## config.mk

```make
export PLATFORM = sky130hd
export DESIGN_NAME = bus_wait_ctlr
export DESIGN_NICKNAME = d
export VERILOG_FILES = /design/src/rtl/bus_wait_ctlr.sv
export SDC_FILE = /design/constraint.sdc
export NUM_CORES = 1
export LEC_CHECK = 0
export CAP_MARGIN = 25
export CELL_PAD_IN_SITES_DETAIL_PLACEMENT = 1
export CELL_PAD_IN_SITES_GLOBAL_PLACEMENT = 2
export CORE_ASPECT_RATIO = 0.7
export CORE_MARGIN = 2
export CORE_UTILIZATION = 21
export CTS_CLUSTER_DIAMETER = 80
export DETAILED_ROUTE_END_ITERATION = 16
export GPL_ROUTABILITY_DRIVEN = 0
export GPL_TIMING_DRIVEN = 0
export PLACE_DENSITY_LB_ADDON = 0.12
export SKIP_CTS_REPAIR_TIMING = 1
export SLEW_MARGIN = 15
export SYNTH_ARGS = -nofsm -noshare
export SYNTH_HDL_FRONTEND = slang
export SYNTH_SLANG_ARGS = --single-unit
```

## constraint.sdc

```tcl
create_clock -name CLK -period 2 [get_ports CLK]
set_input_delay 0.3 -clock CLK [delete_from_list [all_inputs] [get_ports CLK]]
set_output_delay 0.3 -clock CLK [all_outputs]
set_load 0.005 [all_outputs]
```

## src/rtl/bus_wait_ctlr.sv

```systemverilog
// Bus-cycle controller for the v810 external bus: region decode, per-region chip select and wait-state READYn/SZRQn.
// Optional macro BUS_TIMEOUT_EN: unmapped cycles wait TIMEOUT states and pulse BUSERR with their READYn.
module bus_wait_ctlr #(
   parameter int ROM_WS  = 0,
   parameter int RAM_WS  = 0,
   parameter int IO_WS   = 2,
   parameter int TIMEOUT = 1023
) (
   input  logic        CLK,
   input  logic        RES,
   input  logic        CE,
   input  logic [31:0] A,
   input  logic        BCYSTn,
   input  logic        DAn,
   input  logic        MRQn,
   input  logic        RW,
   input  logic [3:0]  BEn,
   output logic        READYn,
   output logic        SZRQn,
   output logic        ROM_nCE,
   output logic        RAM_nCE,
   output logic        IO_nCE,
   output logic        BUSERR
);

   typedef enum logic {
      ST_IDLE,
      ST_ACTIVE
   } state_t;

   typedef enum logic [7:0] {
      RGN_NONE     = 8'h00,
      RGN_ROM      = 8'h01,
      RGN_RAM      = 8'h02,
      RGN_IO       = 8'h04,
      RGN_UNMAPPED = 8'h08
   } region_t;

   localparam logic [15:0] ROM_WS_W  = 16'(ROM_WS);
   localparam logic [15:0] RAM_WS_W  = 16'(RAM_WS);
   localparam logic [15:0] IO_WS_W   = 16'(IO_WS);
   localparam logic [15:0] TIMEOUT_W = 16'(TIMEOUT);

   state_t      state_q, state_d;
   region_t     region_q, region_d;
   logic [15:0] wcnt_q, wcnt_d;

   region_t     decRegion;
   logic [15:0] decWs;
   logic        readyCycle;

   // DAn/RW/BEn and the low address bits go straight to the devices.
   logic        unusedInputs;
`ifdef BUS_TIMEOUT_EN
   assign unusedInputs = ^{DAn, RW, BEn, A[19:0]};
`else
   assign unusedInputs = ^{DAn, RW, BEn, A[19:0], TIMEOUT_W};
`endif

   always_comb begin
      decRegion = RGN_UNMAPPED;
      if (MRQn) begin
         decRegion = RGN_IO;
      end else if (!A[31]) begin
         decRegion = RGN_RAM;
      end else if (A[31:20] == 12'hFFF) begin
         decRegion = RGN_ROM;
      end
   end

   always_comb begin
      decWs = 16'd0;
      case (decRegion)
         RGN_ROM:      decWs = ROM_WS_W;
         RGN_RAM:      decWs = RAM_WS_W;
         RGN_IO:       decWs = IO_WS_W;
`ifdef BUS_TIMEOUT_EN
         RGN_UNMAPPED: decWs = TIMEOUT_W;
`else
         RGN_UNMAPPED: decWs = 16'd0;
`endif
         default:      decWs = 16'd0;
      endcase
   end

   // A request seen while still counting waits is ignored; only the ready cycle may chain a new one.
   always_comb begin
      state_d  = state_q;
      region_d = region_q;
      wcnt_d   = wcnt_q;
      if (CE) begin
         case (state_q)
            ST_IDLE: begin
               if (!BCYSTn) begin
                  state_d  = ST_ACTIVE;
                  region_d = decRegion;
                  wcnt_d   = decWs;
               end
            end
            ST_ACTIVE: begin
               if (wcnt_q != 16'd0) begin
                  wcnt_d = wcnt_q - 16'd1;
               end else if (!BCYSTn) begin
                  region_d = decRegion;
                  wcnt_d   = decWs;
               end else begin
                  state_d  = ST_IDLE;
                  region_d = RGN_NONE;
               end
            end
            default: begin
               state_d  = ST_IDLE;
               region_d = RGN_NONE;
               wcnt_d   = 16'd0;
            end
         endcase
      end
   end

   always_ff @(posedge CLK) begin
      if (RES) begin
         state_q  <= ST_IDLE;
         region_q <= RGN_NONE;
         wcnt_q   <= 16'd0;
      end else begin
         state_q  <= state_d;
         region_q <= region_d;
         wcnt_q   <= wcnt_d;
      end
   end

   // Every output comes from registered state, so A/BCYSTn never reach them combinationally.
   always_comb begin
      readyCycle = (state_q == ST_ACTIVE) && (wcnt_q == 16'd0);
      READYn     = !readyCycle;
      SZRQn      = !(readyCycle && (region_q == RGN_ROM));
      ROM_nCE    = !((state_q == ST_ACTIVE) && (region_q == RGN_ROM));
      RAM_nCE    = !((state_q == ST_ACTIVE) && (region_q == RGN_RAM));
      IO_nCE     = !((state_q == ST_ACTIVE) && (region_q == RGN_IO));
`ifdef BUS_TIMEOUT_EN
      BUSERR     = readyCycle && (region_q == RGN_UNMAPPED);
`else
      BUSERR     = 1'b0;
`endif
   end

endmodule
```

==> results by group, run 1 <==
Status
  – Status: finished, final reports clean

Global routing
  – Congestion Overflow GR: 0
  – Largest net degree at the start of global routing: 12
  – Vias in the first global route: 1314
  – Initial antenna violation count: 0
  – GRT Util Overall: 13.4%
  – Global-route wire length before repair: 6680 microns

Synthesis
  – Post-synth top flop: dfxtp_1
  – Flops & latches, synth: 21
  – Mapped Nets: 205
  – Synth Area in Adders: 2.00%
  – Synth Area in Simple Gates: 35.4%
  – Cell variety after synth: 44
  – Syn avg cell area: 7.82 sq um
  – Post-Syn Area: 0.00125 sq mm
  – Fraction of registers with async set/reset: 0%
  – EDFF count, synth: 0
  – Compound-gate portion of the synthesized area: 22.9%
  – Multiplexer share of the synthesized area: 0.800%
  – Main combinational cell family by area after synthesis: simple AND/OR/NAND/NOR gates
  – Seq/Total Area, Yosys: 33.6%
  – Synth Instances: 160
  – Synth Area in XOR/XNOR: 0%
  – Synth warn: 0

Clock tree
  – Clk Latency, worst-skew pair: 260 ps
  – H-tree level count: 1
  – CTS tree: yes
  – CTS buffer count: 3
  – Max clock buf depth: 2
  – Clock Pin Slew Worst Setup and Hold Paths: 80 ps
  – # clock sinks: 21
  – Clock root cell: clkbuf_8

Layout
  – Nets: 232
  – Fin cells: 261
  – Layout cells sized above 1: 22.6%
  – Layout area overhead: 42.0%
  – Most frequent cells in the layout: dfxtp_1 (17), clkdlybuf4s50_1 (16), nor3_1 (14)
  – Ant diodes: 0
  – Commonest non-fill, non-tap cell in the layout: dfxtp_1
  – Final core utilization: 31.0%

Route
  – Vias post-DR: 1333
  – Post-route ant nets: 0
  – Wirelength, routed: 4200 microns
  – DRC: 0
  – First-iteration detailed-routing DRC count: 59
  – TritonRoute pass-1 iters: 4
  – Avg WL per Cell: 16.1 microns
  – DR vias/cell: 5.11

Placed design
  – DP Wirelength: 3250 microns
  – Placed cells: 255
  – I/O Buffers: 20

Timing
  – Final Critical Period: 1990 ps
  – Max frequency: 503 MHz
  – Worst Skew: 1.85 ps
  – Final Hold Viols: 0
  – Final setup vio count: 0
  – RSZ-0062 raised after global routing: true
  – Period utilization: 99.3%
  – Final Max Slew Viols: 0

Setup path
  – Worst path max stage delay: 360 ps
  – Worst Path Arrival: 1690 ps
  – CP endpoint kind: output pin
  – Worst path bufs/invs: 2
  – Critical Path Fanout Max: 5
  – Worst setup path category: flip-flop to output pin
  – CP max-delay cell: dfxtp_4
  – CP Data Required Time: 1700 ps
  – Type of origin of the critical path: flip-flop
  – CP cell instances: inv_2 > ha_2 > nor4b_4 > nand4_1 > or3_1 > clkbuf_2
  – Family with the most delay on the worst path: simple AND/OR/NAND/NOR gates

Floorplan
  – Die W: 96.3 microns
  – IO Count: 49
  – Die area: 0.00660 sq mm
  – Row count: 23
  – Core Area: 0.00573 sq mm
  – Die Ht: 68.6 microns
  – Starting density of the core: 21.8%

Power
  – Reg power frac: 37.8%
  – Pwr dens: 702 mW/mm^2
  – VDD IR-drop max: 0.305 mV
  – Int Pwr: 0.000788 W
  – Switching power: 0.000460 W
  – Switching Share: 36.8%
  – Clock power frac: 23.5%
  – Logic pwr share: 38.7%
  – Leakage: 0.683 nW

Worst hold path
  – HP Class: input port to flip-flop

Job
  – Max_cap viols: 0
## flip-flops by register name, indices dropped and copies added (netlist names)
name      flops
region_q      4
wcnt_q       16
state_q       1
## logic make-up (layout without fill, tap and decap cells)
group	Yosys count	after routing
and+or+nand+nor	77	77
AOI/OAI and AO/OA	44	44
DFF	21	21
buffers and inverters	14	40
adders and majority gates	2	2
other	1	1
muxes	1	1
## final cells by class
type	count	area, sq um
inverters	4	15.0
plain buffers	9	63.8
flip-flops and latches	21	430
fillers	688	3950
well taps	75	93.8
repair buffers	23	225
multi-input cells	125	903
clock buffers	4	45.0
## per-layer routing
metal | vias up | track usage (%) | wire length [microns]
met2 | 10 | 20.6 | 1870
met1 | 663 | 19.2 | 2210
li1 | 658 | - | -
met3 | 2 | 3.26 | 96
met5 | - | 0 | 0
met4 | 0 | 2.68 | 25
## power groups by stage
stage,Sequential [W],Combinational (W),Clock (W)
2_1_floorplan,0.000465,0.000264,0
3_3_place_gp,0.000472,0.000395,0
3_5_place_dp,0.000473,0.000395,0
4_1_cts,0.000464,0.000397,0.000307
5_1_grt,0.000476,0.000528,0.000331
6_report,0.000471,0.000483,0.000294
## path summary, 6_finish.rpt
path                endpoint  slack [ps]  startpoint  depth (start not counted)
setup / recovery       SZRQn          10   wcnt_q[0]                          6
hold / removal     wcnt_q[9]         490          CE                          3
setup reg to reg  wcnt_q[11]          90   wcnt_q[0]                          8
hold reg to reg    wcnt_q[0]         500   wcnt_q[0]                          1
## stage by stage
stage / area [sq um] / hold slack [ps] / setup WS (ps) / power (W) / TNS (ps)
after global routing: 1780 / 537 / -105 / 0.00134 / -126
after CTS: 1590 / 470 / -482 / 0.00117 / -5720
after detailed placement: 1550 / 471 / -289 / 0.000869 / -4090
after global placement: 1550 / 464 / -316 / 0.000867 / -4070
after floorplan: 1250 / 443 / 120 / 0.000729 / 0
final: 1780 / 486 / 13.4 / 0.00125 / 0
## worst min-delay path, cell delays in order
cell and delay, ps:
clkbuf_1 220, nand3_1 130, o21ai_1 50
## Yosys cell counts, types with 5 or more instances
master   count  area (sq um)
nand4_1      5          31.3
nand2_1     10          37.5
o21ai_1      9          45.0
or3_1        8          50.1
nor2_1       7          26.3
a21oi_1      7          35.0
o21ai_0     10          50.1
nor3_1      17          85.1
dfxtp_1     21           420
nor4_1       6          37.5
(Power assumes the default switching activity.)
==> inputs of run 2 (changes only) <==
- ABC_AREA: default -> 1
- MAX_ROUTING_LAYER: default -> met4
==> run 2 against run 1 <==
  * Sequential power is 2% higher
  * Largest power group unchanged
  * Sequential cell count stayed put
  * Count of clock-buffer cells in the layout is 1 lower
  * Largest cell class unchanged
  * Global-route usage is 1.3 points higher
  * Clock power is 8.2% higher
  * Via count is 22% higher
  * Setup slack better by 130 ps
==> results by group, run 2 <==
Synthesis
  – Area leader, netlist: dfxtp_1
  – EDFF count, synth: 0 (unchanged)
  – Synth Instances: 251 (+57%)
  – Flops & latches, synth: 21 (unchanged)
  – Syn avg cell area: 6.12 sq um (-22%)
  – Top cell type's share of synthesized area: 27.4% (-6.2 points)
  – Post-synth top flop: dfxtp_1
  – Post-Syn Area: 0.00154 sq mm (+23%)
  – Fraction of registers with async set/reset: 0% (unchanged)
  – Synth top cells by count: nand2_1 (60), nor2_1 (35), inv_1 (29)
  – Cell variety after synth: 29 (-34%)
  – Top-count cell post-synth: nand2_1
  – Seq/Total Area, Yosys: 27.4% (-6.2 points)
  – Mapped Nets: 296 (+44%)
  – Area contributors post-synth: dfxtp_1 (27%), nand2_1 (15%), nor2_1 (8.6%)
  – Synth warn: 0 (unchanged)

Floorplan
  – Die area: 0.00803 sq mm (+22%)
  – Row count: 26 (+13%)
  – Core Area: 0.00719 sq mm (+26%)
  – Die W: 106 microns (+10%)
  – IO Count: 49 (unchanged)
  – Starting density of the core: 21.4% (-0.48 points)
  – Die Ht: 75.6 microns (+10%)

Setup path
  – CP cell instances: buf_6 > nand2_1 > nor2_1 > nand2_1 > clkdlybuf4s50_1
  – Reg2Reg Depth: 9 (+1)
  – Type of origin of the critical path: flip-flop
  – Family with the most delay on the worst path: buffers and inverters
  – CP Data Required Time: 1700 ps (about the same)
  – Critical Path Fanout Max: 10 (+5)
  – Worst path bufs/invs: 2 (unchanged)
  – Most used cell, CP: nand2_1
  – Crit path depth: 5 (-1)
  – Worst setup path category: flip-flop to output pin
  – Worst Path Arrival: 1560 ps (-130 ps)
  – CP endpoint kind: output pin
  – CP max-delay cell: clkdlybuf4s50_1
  – Worst path max stage delay: 450 ps (+90 ps)

Layout
  – Top flop regs: wcnt_q x16, region_q x4, state_q x1
  – Final core utilization: 27.3% (-3.7 points)
  – Ant diodes: 0 (unchanged)
  – Layout area overhead: 27.9%
  – Filler cells: 922 (+34%)
  – Layout cells sized above 1: 15.2% (-7.4 points)
  – Final Cell Area: 0.00197 sq mm (+11%)
  – Commonest non-fill, non-tap cell in the layout: nand2_1
  – Register area: 429 sq um (-0.29%)
  – Most frequent cells in the layout: nand2_1 (60), nor2_1 (32), inv_1 (27)
  – Nets: 322 (+39%)
  – Number of flip-flops in the largest register: 16 (unchanged)
  – Largest reg by FF count: wcnt_q
  – Fin cells: 374 (+43%)
  – Area of the multi-input gates: 982 sq um (+8.7%)

Clock tree
  – Clock Pin Slew Worst Setup and Hold Paths: 100 ps (+20 ps)
  – Clock root cell: clkbuf_8
  – H-tree level count: 1 (unchanged)
  – CTS tree: yes
  – Max clock buf depth: 2 (unchanged)
  – # clock sinks: 21 (unchanged)
  – Clk Latency, worst-skew pair: 280 ps (+20 ps)
  – CTS buffer count: 3 (unchanged)

Route
  – Avg WL per Cell: 13.9 microns (-13%)
  – DR vias/cell: 4.36 (-15%)
  – Vias post-DR: 1630 (+22%)
  – Wirelength, routed: 5220 microns (+24%)
  – Post-route ant nets: 0 (unchanged)
  – DRC: 0 (unchanged)
  – TritonRoute pass-1 iters: 4 (unchanged)
  – First-iteration detailed-routing DRC count: 57 (-3.4%)

Worst hold path
  – HP Class: input port to flip-flop
  – Hold Path Stages: 3 (unchanged)

Timing
  – RSZ-0062 raised after global routing: false
  – Final Critical Period: 1860 ps (-130 ps)
  – Fin Setup TNS: 0 ps (unchanged)
  – Final setup vio count: 0 (unchanged)
  – Max frequency: 539 MHz (+7.0%)
  – Worst-Margin Slew: 643 ps
  – Final Hold Viols: 0 (unchanged)
  – Relative slew slack: 57.1%
  – Period utilization: 92.8% (-6.5 points)
  – Worst Skew: 8.48 ps (+6.63 ps)
  – Final Max Slew Viols: 0 (unchanged)

Power
  – VDD IR-drop max: 0.294 mV (-3.5%)
  – Total power: 0.00130 W (+4.5%)
  – Leakage: 0.835 nW (+22%)
  – Pwr dens: 663 mW/mm^2 (-5.6%)

Global routing
  – Vias in the first global route: 1599 (+22%)
  – Global-route wire length before repair: 8630 microns (+29%)
  – GRT Util Overall: 14.8% (+1.3 points)
  – Congestion Overflow GR: 0 (unchanged)
  – Largest net degree at the start of global routing: 14 (+2)
  – Initial antenna violation count: 0 (unchanged)

Job
  – Max_cap viols: 0 (unchanged)

Placed design
  – I/O Buffers: 20 (unchanged)
  – DP Wirelength: 4170 microns (+28%)
  – Placed Area: 0.00186 sq mm (+20%)
  – Placed cells: 369 (+45%)

Status
  – Status: finished, final reports clean
run 2: cell count changes after synthesis, moves of 5 or more:
cell     change
o21ai_1      -5
nand3_1     +22
nor3_1      -15
or3_1        -8
a21oi_1     +12
nand2_1     +50
nor2_2       +5
inv_1       +25
nor2_1      +28
nor4_1       -6
run 2: worst paths after layout:
| path | from | to | slack, ps |
|---|---|---|---|
| worst max-delay path | state_q | ROM_nCE | 140 |
| worst min-delay path | CE | wcnt_q[13] | 420 |
| worst max register to register | wcnt_q[2] | wcnt_q[11] | 340 |
| worst min register to register | wcnt_q[0] | wcnt_q[0] | 470 |
run 2: layer usage:
layer	share of wire (%)	track usage (%)
met4	0.54	2.49
met1	56	21.3
met2	41	21.7
met3	2.8	2.82
met5	0	-
run 2: through the flow:
step | hold slack (ps) | worst slack [ps]
6_report | 421 | 143
5_1_grt | 441 | 45.6
4_1_cts | 424 | -337
3_5_place_dp | 478 | -11.1
3_3_place_gp | 477 | -7.65
2_1_floorplan | 444 | 621
run 2: logic make-up (layout without fill, tap and decap cells):
| group | Yosys count | in the layout | share of synthesized area (%) |
|---|---|---|---|
| buffers and inverters | 40 | 65 | 10.7 |
| xor gates and xnor gates | 2 | 2 | 1.14 |
| other | 1 | 1 | 0.244 |
| adders and majority gates | 2 | 2 | 1.63 |
| DFF | 21 | 21 | 27.4 |
| AOI/OAI and AO/OA | 40 | 40 | 13.7 |
| and+or+nand+nor | 145 | 145 | 45.3 |
run 2: final cells by class:
cell class	count	share of cell area (%)
Timing Repair Buffer	21	10.8
Buffer	6	2.04
Clock inverter	1	0.382
Inverter	34	6.62
Tap cell	98	6.24
Clock buffer	3	2.10
Sequential cell	21	21.8
Multi-Input combinational cell	190	50.0
run 2: report_power, final:
group,switching [W],internal [W]
clock,0.000176,0.000142
combinational,0.000325,0.000181
sequential,0.0000349,0.000445
total,0.000536,0.000767
run 2: worst reg2reg max path: stages (launching register included):
cell,delay (ps)
dfxtp_2,370
nor2_1,90
nand2_1,160
inv_2,120
nand2_1,100
nor2_2,210
inv_1,90
o21ai_0,250
nand2_1,80
a21oi_1,140
==> RTL edit (config.mk and constraints of run 2) <==
The option `BUS_TIMEOUT_EN` is turned on by a define.
--- a/src/rtl/bus_wait_ctlr.sv
+++ b/src/rtl/bus_wait_ctlr.sv
@@ -1,5 +1,7 @@
 // Bus-cycle controller for the v810 external bus: region decode, per-region chip select and wait-state READYn/SZRQn.
 // Optional macro BUS_TIMEOUT_EN: unmapped cycles wait TIMEOUT states and pulse BUSERR with their READYn.
+`define BUS_TIMEOUT_EN
+
 module bus_wait_ctlr #(
    parameter int ROM_WS  = 0,
    parameter int RAM_WS  = 0,
Function: changed (Yosys sat finds a counterexample within 4 cycles, from zero or initial values).
==> RTL edit against run 2 <==
  * The flow now finishes with violations (negative setup slack)
  * Final area rose by 1.7%
  * Total power rose by 10%
  * Routed wire length rose by 5.5%
  * Utilization rose by 0.097 points
  * Worst setup slack got worse by 0.23 ns
  * Area after synthesis rose by 2.4%
  * Via count rose by 4.7%
  * Hold slack got worse by 0.024 ns
  * Sequential cell count did not move
  * Largest cell class unchanged
  * Highest routed layer unchanged
==> RTL edit: results (changes against run 2) <==
status finished, violations left; violated checks negative setup slack; M2 GR Usage 21.0% (-0.71 points); largest net degree at the start of global routing 13 (-1); Antenna diodes 0 (unchanged); DP HPWL 4330 um (+3.7%); Clock Latency Late Sink 0.27 ns; Final WS setup -0.0848 ns (-0.228 ns); met1 Use GR 21.6% (+0.31 points); port bufs 21 (+5.0%); DRT Pass-1 Iters 4 (unchanged); Syn. warnings 0 (unchanged); worst path arrival time 1.78 ns (+0.22 ns); GRT met3 Usage 2.40% (-0.43 points); DP Area 0.00191 mm^2 (+2.6%); Syn Inst Count 266 (+6.0%); syn nets 311 (+5.1%); Clock Skews 0.00866 ns (+0.000188 ns); Bufs on Longest Clock Path 2 (unchanged); Pleak 0.863 nW (+3.4%); number of cells after detailed placement 385 (+4.3%); crit-path leading delay family simple AND/OR/NAND/NOR gates; # nets final 339 (+5.3%); pre-CTS setup slack -0.143 ns (-0.131 ns); # fillers 960 (+4.1%); Worst path max stage delay 0.35 ns (-0.10 ns); switching power 0.598 mW (+12%); ranking of synthesized cells by area dfxtp_1, nand2_1, nor2_1, nand3_1, inv_1; dominant synthesized flop cell dfxtp_1; # H-tree levels 1 (unchanged); final setup TNS -0.0848 ns (-0.0848 ns); WL per Instance 14.1 um (+0.88%); layout cells sized above 1 11.9% (-3.3 points); vias per inst 4.37 (+0.17%); Slowest-stage cell, CP dfxtp_2; 1st-iter DRT viols 89 (+56%); asr flop ratio synth 0% (unchanged); worst-path fanout max 4 (-6); vias in the first global route 1706 (+6.7%); actual slew at the worst max-slew pin 0.662 ns (+0.0187 ns); Max VDD drop 0.000303 V (+3.0%); Synth cell types 28 (-3.4%); first-pass GRT wire length 8920 um (+3.4%); GRT Total Usage 14.5% (-0.31 points); Seq/Total Area, Yosys 26.7% (-0.65 points); leading cell types by count after synthesis nand2_1, nor2_1, inv_1; endpoints failing setup 1 (+1); final wirelength 5500 um (+5.5%)
RTL edit: changes by cell type after synthesis, moves of 3 or more:
cell,before,now
nand2_1,60,82
o21ai_0,14,11
clkbuf_1,1,5
o21ai_1,4,1
xnor2_1,0,3
RTL edit: path summary, 6_finish.rpt:
| path | from | end | slack [ns] | cells past startpoint |
|---|---|---|---|---|
| max | wcnt_q[0] | SZRQn | -0.08 | 10 |
| min | RES | region_q[2] | 0.40 | 2 |
| max reg2reg | wcnt_q[0] | wcnt_q[15] | 0.10 | 11 |
| min reg2reg | wcnt_q[1] | wcnt_q[1] | 0.49 | 2 |
RTL edit: metal layers:
layer,part of all wire (%),routed length (um),vias to the layer above
met3,2.2,119,2
met2,41,2240,16
met5,0,0,-
met4,0.49,27,0
li1,-,-,901
met1,57,3110,788
RTL edit: power by group through the flow:
stage               sequential, mW  clock [mW]  combinational, mW
global placement             0.509           0              0.589
finish                       0.501       0.304              0.632
floorplan                    0.495           0              0.419
CTS                          0.500       0.325              0.593
detailed placement           0.509           0              0.590
global route                 0.508       0.334              0.709
RTL edit: cells by family after synthesis:
family	after synthesis	share of synthesized area, %
AND/OR/NAND/NOR	167	47.2
buffers and inverters	37	10.0
AO/OA/AOI/OAI	35	12.2
flip-flops	21	26.7
XOR/XNOR	4	2.23
adder cells (fa/ha/maj)	2	1.59
RTL edit: area by class of cell:
class                      instances  area (um^2)  area share, %
buffer                             7         43.8           2.19
clock buffer                       3         41.3           2.07
clock inverter                     1         5.00          0.250
inverter                          30          120           6.01
multi-input combinational        208         1010           50.4
sequential                        21          422           21.1
tap                               98          123           6.13
timing repair buffer              23          238           11.9
